<file path="config.mk">
export PLATFORM = sky130hd
export DESIGN_NAME = console_poll_sequencer
export DESIGN_NICKNAME = d
export VERILOG_FILES = /design/src/rtl/console_poll_pkg.sv /design/src/rtl/poll_frame_fifo.sv /design/src/rtl/console_poll_sequencer.sv
export SDC_FILE = /design/constraint.sdc
export NUM_CORES = 1
export LEC_CHECK = 0
export BUFFER_PORTS_ARGS = -buffer_cell sky130_fd_sc_hd__clkbuf_2
export CORE_MARGIN = 1.5
export CORE_UTILIZATION = 51
export CTS_BUF_LIST = sky130_fd_sc_hd__clkbuf_16
export DETAILED_ROUTE_END_ITERATION = 16
export PLACE_DENSITY_LB_ADDON = 0.08
export SLEW_MARGIN = 10
export SYNTH_ARGS = -nofsm -noshare
export SYNTH_HDL_FRONTEND = slang
export SYNTH_SLANG_ARGS = --single-unit
</file>
<file path="constraint.sdc">
create_clock -name clk -period 2.2 [get_ports clk]
set_input_delay 0.11 -clock clk [delete_from_list [all_inputs] [get_ports clk]]
set_output_delay 0.11 -clock clk [all_outputs]
set_load 0.05 [all_outputs]
</file>
<file path="src/rtl/console_poll_pkg.sv">
// Shared types and widths for the console poll sequencer.
package console_poll_pkg;

  typedef enum logic [2:0] {
    DISABLED,
    IDLE,
    LATCHED,
    SHIFTING,
    OVERREAD
  } poll_state_t;

  localparam int SYNC_STAGES = 2;
  localparam int BIT_COUNT_W = 8;
  localparam int LAG_COUNT_W = 16;

endpackage

</file>
<file path="src/rtl/poll_frame_fifo.sv">
// Small synchronous frame FIFO: ready/valid push, pop on strobe, registered level.
module poll_frame_fifo #(
  parameter int WIDTH      = 16,
  parameter int FIFO_DEPTH = 4
) (
  input  logic                          clk,
  input  logic                          rst,
  input  logic [WIDTH-1:0]              push_data,
  input  logic                          push_valid,
  output logic                          push_ready,
  input  logic                          pop,
  output logic [WIDTH-1:0]              head,
  output logic                          empty,
  output logic [$clog2(FIFO_DEPTH):0]   level
);

  localparam int AW = $clog2(FIFO_DEPTH);
  localparam int LW = AW + 1;

  logic [WIDTH-1:0] mem [FIFO_DEPTH];
  logic [AW-1:0]    wr_ptr, rd_ptr;
  logic             do_push, do_pop;

  assign push_ready = (level != LW'(FIFO_DEPTH));
  assign empty      = (level == '0);
  assign head       = mem[rd_ptr];
  assign do_push    = push_valid && push_ready;
  assign do_pop     = pop && !empty;

  // Storage needs no reset: pointers and level define what is valid.
  always_ff @(posedge clk) begin
    if (do_push) mem[wr_ptr] <= push_data;
  end

  // Pointers wrap naturally because depth is a power of two.
  always_ff @(posedge clk) begin
    if (rst) begin
      wr_ptr <= '0;
      rd_ptr <= '0;
      level  <= '0;
    end else begin
      if (do_push) wr_ptr <= wr_ptr + AW'(1);
      if (do_pop)  rd_ptr <= rd_ptr + AW'(1);
      case ({do_push, do_pop})
        2'b10:   level <= level + LW'(1);
        2'b01:   level <= level - LW'(1);
        default: level <= level;
      endcase
    end
  end

endmodule

</file>
<file path="src/rtl/console_poll_sequencer.sv">
// Drives a controller-port shift register from console latch/clock pins:
// load strobe with a buffered frame on latch, shift strobe on each clock edge.
module console_poll_sequencer
  import console_poll_pkg::*;
#(
  parameter int               WIDTH      = 16,
  parameter int               FIFO_DEPTH = 4,
  parameter logic [WIDTH-1:0] IDLE_FRAME = '1
) (
  input  logic                         clk,
  input  logic                         rst,
  input  logic                         enable,
  input  logic                         latch_in,
  input  logic                         con_clk_in,
  input  logic [WIDTH-1:0]             frame_data,
  input  logic                         frame_valid,
  output logic                         frame_ready,
  output logic                         sr_load,
  output logic [WIDTH-1:0]             sr_frame,
  output logic                         sr_shift,
  output logic                         overread,
  output logic [BIT_COUNT_W-1:0]       bit_count,
  output logic [LAG_COUNT_W-1:0]       lag_count,
  output logic [$clog2(FIFO_DEPTH):0]  fifo_level
);

  localparam int PIN_LATCH = 0;
  localparam int PIN_CLK   = 1;

  // Per pin: [0],[1] synchroniser, [SYNC_STAGES] edge-detect flop.
  logic [1:0]                  pins;
  logic [1:0][SYNC_STAGES:0]   sync_q;
  logic [1:0]                  rise_q;
  logic                        lat_rise, clk_rise, lat_lvl;

  poll_state_t state_q, state_d;
  logic        load_ev, shift_ev, ovr_ev;
  logic [WIDTH-1:0] fifo_head;
  logic        fifo_empty;

  assign pins     = {con_clk_in, latch_in};
  assign lat_rise = rise_q[PIN_LATCH];
  assign clk_rise = rise_q[PIN_CLK];
  // Level taken from the edge flop so it lines up with the registered edge pulse.
  assign lat_lvl  = sync_q[PIN_LATCH][SYNC_STAGES];

  // Synchronise both pins and register a one-cycle rising-edge pulse.
  always_ff @(posedge clk) begin
    if (rst) begin
      sync_q <= '0;
      rise_q <= '0;
    end else begin
      for (int p = 0; p < 2; p++) begin
        sync_q[p] <= {sync_q[p][SYNC_STAGES-1:0], pins[p]};
        rise_q[p] <= sync_q[p][SYNC_STAGES-1] & ~sync_q[p][SYNC_STAGES];
      end
    end
  end

  poll_frame_fifo #(
    .WIDTH      (WIDTH),
    .FIFO_DEPTH (FIFO_DEPTH)
  ) u_fifo (
    .clk        (clk),
    .rst        (rst),
    .push_data  (frame_data),
    .push_valid (frame_valid),
    .push_ready (frame_ready),
    .pop        (load_ev),
    .head       (fifo_head),
    .empty      (fifo_empty),
    .level      (fifo_level)
  );

  // State register.
  always_ff @(posedge clk) begin
    if (rst) state_q <= DISABLED;
    else     state_q <= state_d;
  end

  // Next state and strobe events; a latch edge always beats a clock edge.
  always_comb begin
    state_d  = state_q;
    load_ev  = 1'b0;
    shift_ev = 1'b0;
    ovr_ev   = 1'b0;
    if (!enable) begin
      state_d = DISABLED;
    end else begin
      case (state_q)
        DISABLED: state_d = IDLE;
        IDLE: if (lat_rise) begin
          load_ev = 1'b1;
          state_d = LATCHED;
        end
        LATCHED: if (!lat_lvl) state_d = SHIFTING;
        SHIFTING: begin
          if (lat_rise) begin
            load_ev = 1'b1;
            state_d = LATCHED;
          end else if (clk_rise) begin
            shift_ev = 1'b1;
            if (bit_count >= BIT_COUNT_W'(WIDTH)) begin
              ovr_ev  = 1'b1;
              state_d = OVERREAD;
            end
          end
        end
        OVERREAD: begin
          if (lat_rise) begin
            load_ev = 1'b1;
            state_d = LATCHED;
          end else if (clk_rise) begin
            shift_ev = 1'b1;
            ovr_ev   = 1'b1;
          end
        end
        default: state_d = DISABLED;
      endcase
    end
  end

  // Registered strobes, presented frame and counters.
  always_ff @(posedge clk) begin
    if (rst) begin
      sr_load   <= 1'b0;
      sr_shift  <= 1'b0;
      overread  <= 1'b0;
      sr_frame  <= IDLE_FRAME;
      bit_count <= '0;
      lag_count <= '0;
    end else begin
      sr_load  <= load_ev;
      sr_shift <= shift_ev;
      overread <= ovr_ev;
      if (load_ev) begin
        bit_count <= '0;
        if (fifo_empty) begin
          sr_frame <= IDLE_FRAME;
          if (lag_count != '1) lag_count <= lag_count + LAG_COUNT_W'(1);
        end else begin
          sr_frame <= fifo_head;
        end
      end else if (shift_ev && bit_count != '1) begin
        bit_count <= bit_count + BIT_COUNT_W'(1);
      end
    end
  end

endmodule

</file>
* Word-level counts from Yosys, hierarchy flattened
Memories as Yosys holds them, arrays and structs flattened. A register that Yosys moved wholly into a read port is not among the register bits. Index checks and enable logic that the tools add are counted.
Word-level totals: memories kept 1, latch bits 0, output and inout bits 47, ROM bits 0, flip-flop bits (word level) 61, bits in writable memories 64, bits of input ports 22, logic and storage cells 76
Cells by class: $lt $le $gt $ge 1, mux-type cells 23, add/sub/neg operators 6, reduce and logical (&&, ||, !) cells 14, $mul 0, shifts and indexed selects 0, equality and inequality tests 13, bitwise gates (word level) 5, div/mod/pow operators 0
Memory list:
- u_fifo.mem | words 4, width 16, rd ports 1, clocked after Yosys merged registers in 1, write ports 1, RTL line poll_frame_fifo.sv:20 | logic [WIDTH-1:0] mem [FIFO_DEPTH];
Operator list (count):
- $add A16 B1 Y16 const B | 1
- $mux W16 | 1
- $ne A16 B16 Y1 const B | 1
- $mux W3 | 5
- $mux W1 | 12
- $pmux W3 S4 | 1
- $ne A3 B3 Y1 const B | 3
- $add A8 B1 Y8 const B | 1
- $ge A8 B5 Y1 const B | 1
- $ne A8 B8 Y1 const B | 1
- $reduce_or A2 Y1 | 4
- $eq A3 B2 Y1 const B | 2
- $logic_not A3 Y1 | 2
- $pmux W3 S2 | 1
- $add A2 B1 Y2 const B | 2
- $mux W2 | 2
- $reduce_and A4 Y1 | 1
- $add A3 B1 Y3 const B | 1
- $eq A3 B1 Y1 const B | 1
- $eq A3 B3 Y1 const B | 1
- $logic_and A1 B1 Y1 | 3
- $not A1 Y1 | 3
- $reduce_and A3 Y1 | 1
- $reduce_or A3 Y1 | 1
- other kinds (9) | 10

* Depth between registers and ports, before layout
word-level depth 7, gate-level depth with buffers 10

* Modules after synthesis
From an unflattened synthesis, not the netlist that was laid out.
Unflattened totals: cell total of the unflattened synthesis 392, area, all modules 5147.4 um^2
Modules (own cells, without submodules):
- poll_frame_fifo | instances 1, area each 2822.7 um^2, sequential area each 2102.0 um^2, cells each 138
- console_poll_sequencer | instances 1, area each 2324.7 um^2, sequential area each 1081.0 um^2, cells each 254

* Worst setup path after synthesis
Ideal clock, no wire load.
path type register to register, start point reg u_fifo.level[2], end point reg u_fifo.level[2], stages on the path, launching flop included 10, buffers on the path 0, period minus slack after synthesis 2957 ps, path slack -757 ps, arrival 2887 ps, data required time 2129 ps, setup time 71 ps, path through dfxtp_1 > nand3_1 > and2_1 > inv_1 > ha_1 > inv_1 > fa_1 > xor2_1 > or3_1 > a21oi_1
Between the ends: elaborated cells on any way between the ends 11
RTL lines:
- start: declaration | RTL line poll_frame_fifo.sv:14 | output logic [$clog2(FIFO_DEPTH):0] level
- start signal: assignment | RTL line poll_frame_fifo.sv:45 | 2'b10: level <= level + LW'(1);
- start signal: assignment | RTL line poll_frame_fifo.sv:46 | 2'b01: level <= level - LW'(1);
- start signal: assignment | RTL line poll_frame_fifo.sv:47 | default: level <= level;
- $ne A3 B3 Y1 * | RTL line poll_frame_fifo.sv:24 | assign push_ready = (level != LW'(FIFO_DEPTH));
- net frame_ready | RTL line console_poll_sequencer.sv:17 | output logic frame_ready,
- $logic_and A1 B1 Y1 * | RTL line poll_frame_fifo.sv:27 | assign do_push = push_valid && push_ready;
- $eq A2 B1 Y1 or $eq A2 B2 Y1 (tied branches) | RTL line poll_frame_fifo.sv:44 | case ({do_push, do_pop})
- $pmux W3 S2 or $reduce_bool A2 Y1 (tied branches)
The timed path passes the listed nets; every way through them passes the cells marked *. A chain may end at the register's enable or synchronous reset.

* Final worst setup path
start point reg state_q[0], end point reg u_fifo.level[2]
Between the ends: longest elaborated chain between the ends 7, elaborated cells on any way between the ends 11
Ends and longest elaborated chain:
- start: declaration | RTL line console_poll_sequencer.sv:36 | poll_state_t state_q, state_d;
- start signal: assignment | RTL line console_poll_sequencer.sv:78 | else state_q <= state_d;
- $eq A3 B3 Y1, or another cell as far along | RTL line console_poll_sequencer.sv:90 | case (state_q)
- $reduce_or A3 Y1 (no line) *
- $mux W1 *
- $mux W1 * | RTL line console_poll_sequencer.sv:87 | if (!enable) begin
- $logic_and A1 B1 Y1 * | RTL line poll_frame_fifo.sv:28 | assign do_pop = pop && !empty;
- net u_fifo.do_pop | RTL line poll_frame_fifo.sv:22 | logic do_push, do_pop;
- $eq A2 B1 Y1 or $eq A2 B2 Y1 (tied branches) | RTL line poll_frame_fifo.sv:44
- $pmux W3 S2 or $reduce_bool A2 Y1 (tied branches)
Marked as above.

==> flow_summary.toml <==
[pwr]
leakage_nw = 2.324
irDropWorstVdd_mv = 0.4650
power.density_nw_per_um2 = 861.5
total_power_mw = 5.483

[setup_path]
r2r_slack_ns = -0.03
r2r-end = "u_fifo.level[2]$_SDFFE_PP0P_"
max_stage_delay_ns = 0.41
worstSetupStartpointType = "flop"
crit_type = "flop to flop"
crit_fanout = 2
crit_required_ns = 2.53
worst_setup_path_end_kind = "flop"
reg2reg_depth = 8
crit_slowest_cell = "or3b_4"
r2r-start = "state_q[0]$_SDFFE_PP0P_"
arrival_ns = 2.56
worstPathCellList = "or3b_4 > a211oi_4 > ha_2 > inv_2 > fa_2 > xor2_1 > or3_1 > a21oi_2"

[sta]
rsz0062_at_grt = "yes"
finalCritPeriodShare = 1.012
tightest_slew_ns = 0.6260
relSlewSlack = 0.5811
drv_slew = 0
max_freq_mhz = 449.3
setup_viol = 1
skew_ns = 0.01014
hold_ws_ns = 0.05587
setup_ws_ns = -0.02549
hold_viol = 0
fin_crit_ns = 2.225

[die]
ios = 69
start_util = 0.5325
rows = 35
core_region_area_um2 = 9328
die_h_um = 101.7
die_x_um = 101.7
die_area_um2 = 10340

[synthesis]
synth_top_family_by_area = "simple AND/OR/NAND/NOR gates"
synth_fa_ha_area_frac = 0.02418
synth_top_area_frac = 0.3869
synthArstFlopShare = 0
muxShareOfSynthArea = 0.07859
synth_most_common_cell = "edfxtp_1"
synth_seq_cells = 127
synth-xor-area-share = 0.04408
synth-simple-area-share = 0.1249
synth_flop_cell = "edfxtp_1"
yosysUniqueCellTypes = 44
ys_seq_area_frac = 0.6408
synth_compound_area_frac = 0.06549
syn_area_per_cell_um2 = 13.61
syn_nets = 396
syn-cell-area_um2 = 4967
synth.area.top_cells = "edfxtp_1 39%, dfxtp_1 25%, mux4_2 7.3%"
syn_inst = 365
synth_common_cells = "64 x edfxtp_1, 63 x dfxtp_1, 36 x nor2_1, 18 x xnor2_1, 17 x o22a_1"
yosysWarningCount = 0
synth_edf_count = 64
yosysTopAreaCell = "edfxtp_1"

[clock_tree]
cts_root_buf = "clkbuf_16"
numCtsBuffers = 17
clkTransAtPathRegs_ns = 0.05
cts_max_level = 4
cts.path.max_buffers = 2
clk_latency_ns = 0.40
cts_tree = "built"
cts.sinks = 127

[finish]
utilization = 0.6824
diodes = 0
instances_no_fill = 620
nets = 509
area_growth_pct = 28.14
drive_gt1_frac = 0.3096

[grt]
grt_pass1_vias = 3130
grt_max_degree = 28
grt_pass1_wl_mm = 15.28
grt-ovfl-total = 0
track_usage = 0.1974
antenna_found_initial = 0

[routing]
vias_per_cell = 5.189
dr.pass1.iters = 4
wire_per_inst_um = 15.05
drt-total-wl_mm = 9.331
drc = 0
drtIter0Drc = 89
num_vias = 3217
ant_nets = 0

[outcome]
status = "finished with violations"
failed_checks = "setup timing"

[worst_hold_path]
hold_end = "state_q[1]$_SDFFE_PP0P_"
holdPathStages = 3
hold_path.class = "primary input to flop"
min-delay-start = "enable"

[flow_run]
max_cap_viol_count = 0

[place]
dp_hpwl_mm = 5.989
gp_congestion = 0.7744
numPortBuffers = 68
dp_cells = 567
## power by group
group          internal, mW  switching, mW
clock network          1.66          0.998
logic                 0.103          0.139
registers              2.56         0.0237
total                  4.32           1.16
## layout make-up
class	instances	area, um^2
Clock buffer	17	425.4
Clock inverter	15	142.6
Tap cell	129	161.4
Fill cell	690	2963
Multi-Input combinational cell	212	1709
Sequential cell	127	3193
Timing Repair Buffer	108	688.2
Inverter	12	45.04
## repair_timing
action	CTS	global route
setup buffers	2	0
resized for setup	0	3
endpoints found under the setup margin	1	2
hold buffers	19	0
hold endpoints to repair	69	0
pin swaps	3	0
## metrics by stage
step / area, um^2 / setup slack [ns] / TNS [ns]
after global placement: 5587 / 0.01183 / 0
final: 6365 / -0.02549 / -0.02549
after detailed placement: 5587 / -0.04862 / -0.04862
after floorplan: 5006 / -0.07033 / -0.07033
after global routing: 6365 / -0.1600 / -0.1600
after CTS: 6360 / -0.02673 / -0.02673
## worst max-delay path: cells and delay by family, from the launching register on
| kind | cells | cell delay (ns) |
|---|---|---|
| flops | 1 | 0.31 |
| buf+inv | 1 | 0.04 |
| xor+xnor | 1 | 0.16 |
| simple gates | 2 | 0.74 |
| compound gates | 2 | 0.35 |
| fa+ha+maj | 2 | 0.56 |
## sequential cells by signal (all words and copies together) (netlist names), 2 cells and up, named ones only
| name | cells |
|---|---|
| rise_q | 2 |
| u_fifo.level | 3 |
| lag_count | 16 |
| sync_q | 5 |
| u_fifo.wr_ptr | 2 |
| sr_frame | 16 |
| u_fifo.mem | 64 |
| state_q | 3 |
| bit_count | 8 |
| u_fifo.rd_ptr | 2 |
## cell families (layout without fill, tap and decap cells)
logic type / Yosys count / count (layout)
buffers and inverters: 26 / 152
muxes: 19 / 19
adders and majority gates: 9 / 9
and+or+nand+nor: 116 / 116
DFF: 127 / 127
AOI/OAI and AO/OA: 43 / 43
xor gates and xnor gates: 25 / 25
## layout by cell type, fill, tap and decap left out, types with 4 or more instances in the layout
master | netlist | final
nor2_1 | 36 | 36
o21ai_0 | 4 | 4
dlygate4sd3_1 | 0 | 19
clkinv_2 | 0 | 4
ha_1 | 8 | 7
xor2_1 | 7 | 7
edfxtp_1 | 64 | 64
a21oi_1 | 7 | 6
clkbuf_16 | 0 | 17
mux4_2 | 16 | 16
nor4_1 | 4 | 4
dfxtp_2 | 0 | 5
and3_1 | 8 | 8
dfxtp_1 | 63 | 57
nand4_1 | 7 | 7
nor2b_1 | 9 | 9
clkbuf_2 | 0 | 68
nand3_1 | 9 | 8
nand2_1 | 16 | 16
o22a_1 | 17 | 17
inv_1 | 12 | 10
xnor2_1 | 18 | 18
a211oi_1 | 7 | 6
buf_4 | 0 | 21
nor3_1 | 10 | 10
## routing by layer
layer / GRT usage / wire length [um] / vias up / share of wire
li1: - / - / 1582 / -
met1: 0.2653 / 4492 / 1563 / 0.48
met2: 0.3082 / 4356 / 65 / 0.47
met3: 0.04969 / 396 / 7 / 0.042
met4: 0.08013 / 86 / 0 / 0.0092
met5: 0 / 0 / - / 0
## how the worst max path moves through the flow
stage | startpoint | endpoint | slack, ns | depth (start not counted)
2_1_floorplan | state_q[2]$_SDFFE_PP0P_ | u_fifo.level[2]$_SDFFE_PP0P_ | -0.07 | 8
3_3_place_gp | state_q[1]$_SDFFE_PP0P_ | u_fifo.level[2]$_SDFFE_PP0P_ | 0.01 | 8
3_5_place_dp | state_q[1]$_SDFFE_PP0P_ | u_fifo.level[2]$_SDFFE_PP0P_ | -0.05 | 8
4_1_cts | state_q[0]$_SDFFE_PP0P_ | u_fifo.level[2]$_SDFFE_PP0P_ | -0.03 | 8
5_1_grt | state_q[0]$_SDFFE_PP0P_ | u_fifo.level[2]$_SDFFE_PP0P_ | -0.16 | 8
6_report | state_q[0]$_SDFFE_PP0P_ | u_fifo.level[2]$_SDFFE_PP0P_ | -0.03 | 8
(Power assumes the default switching activity.)
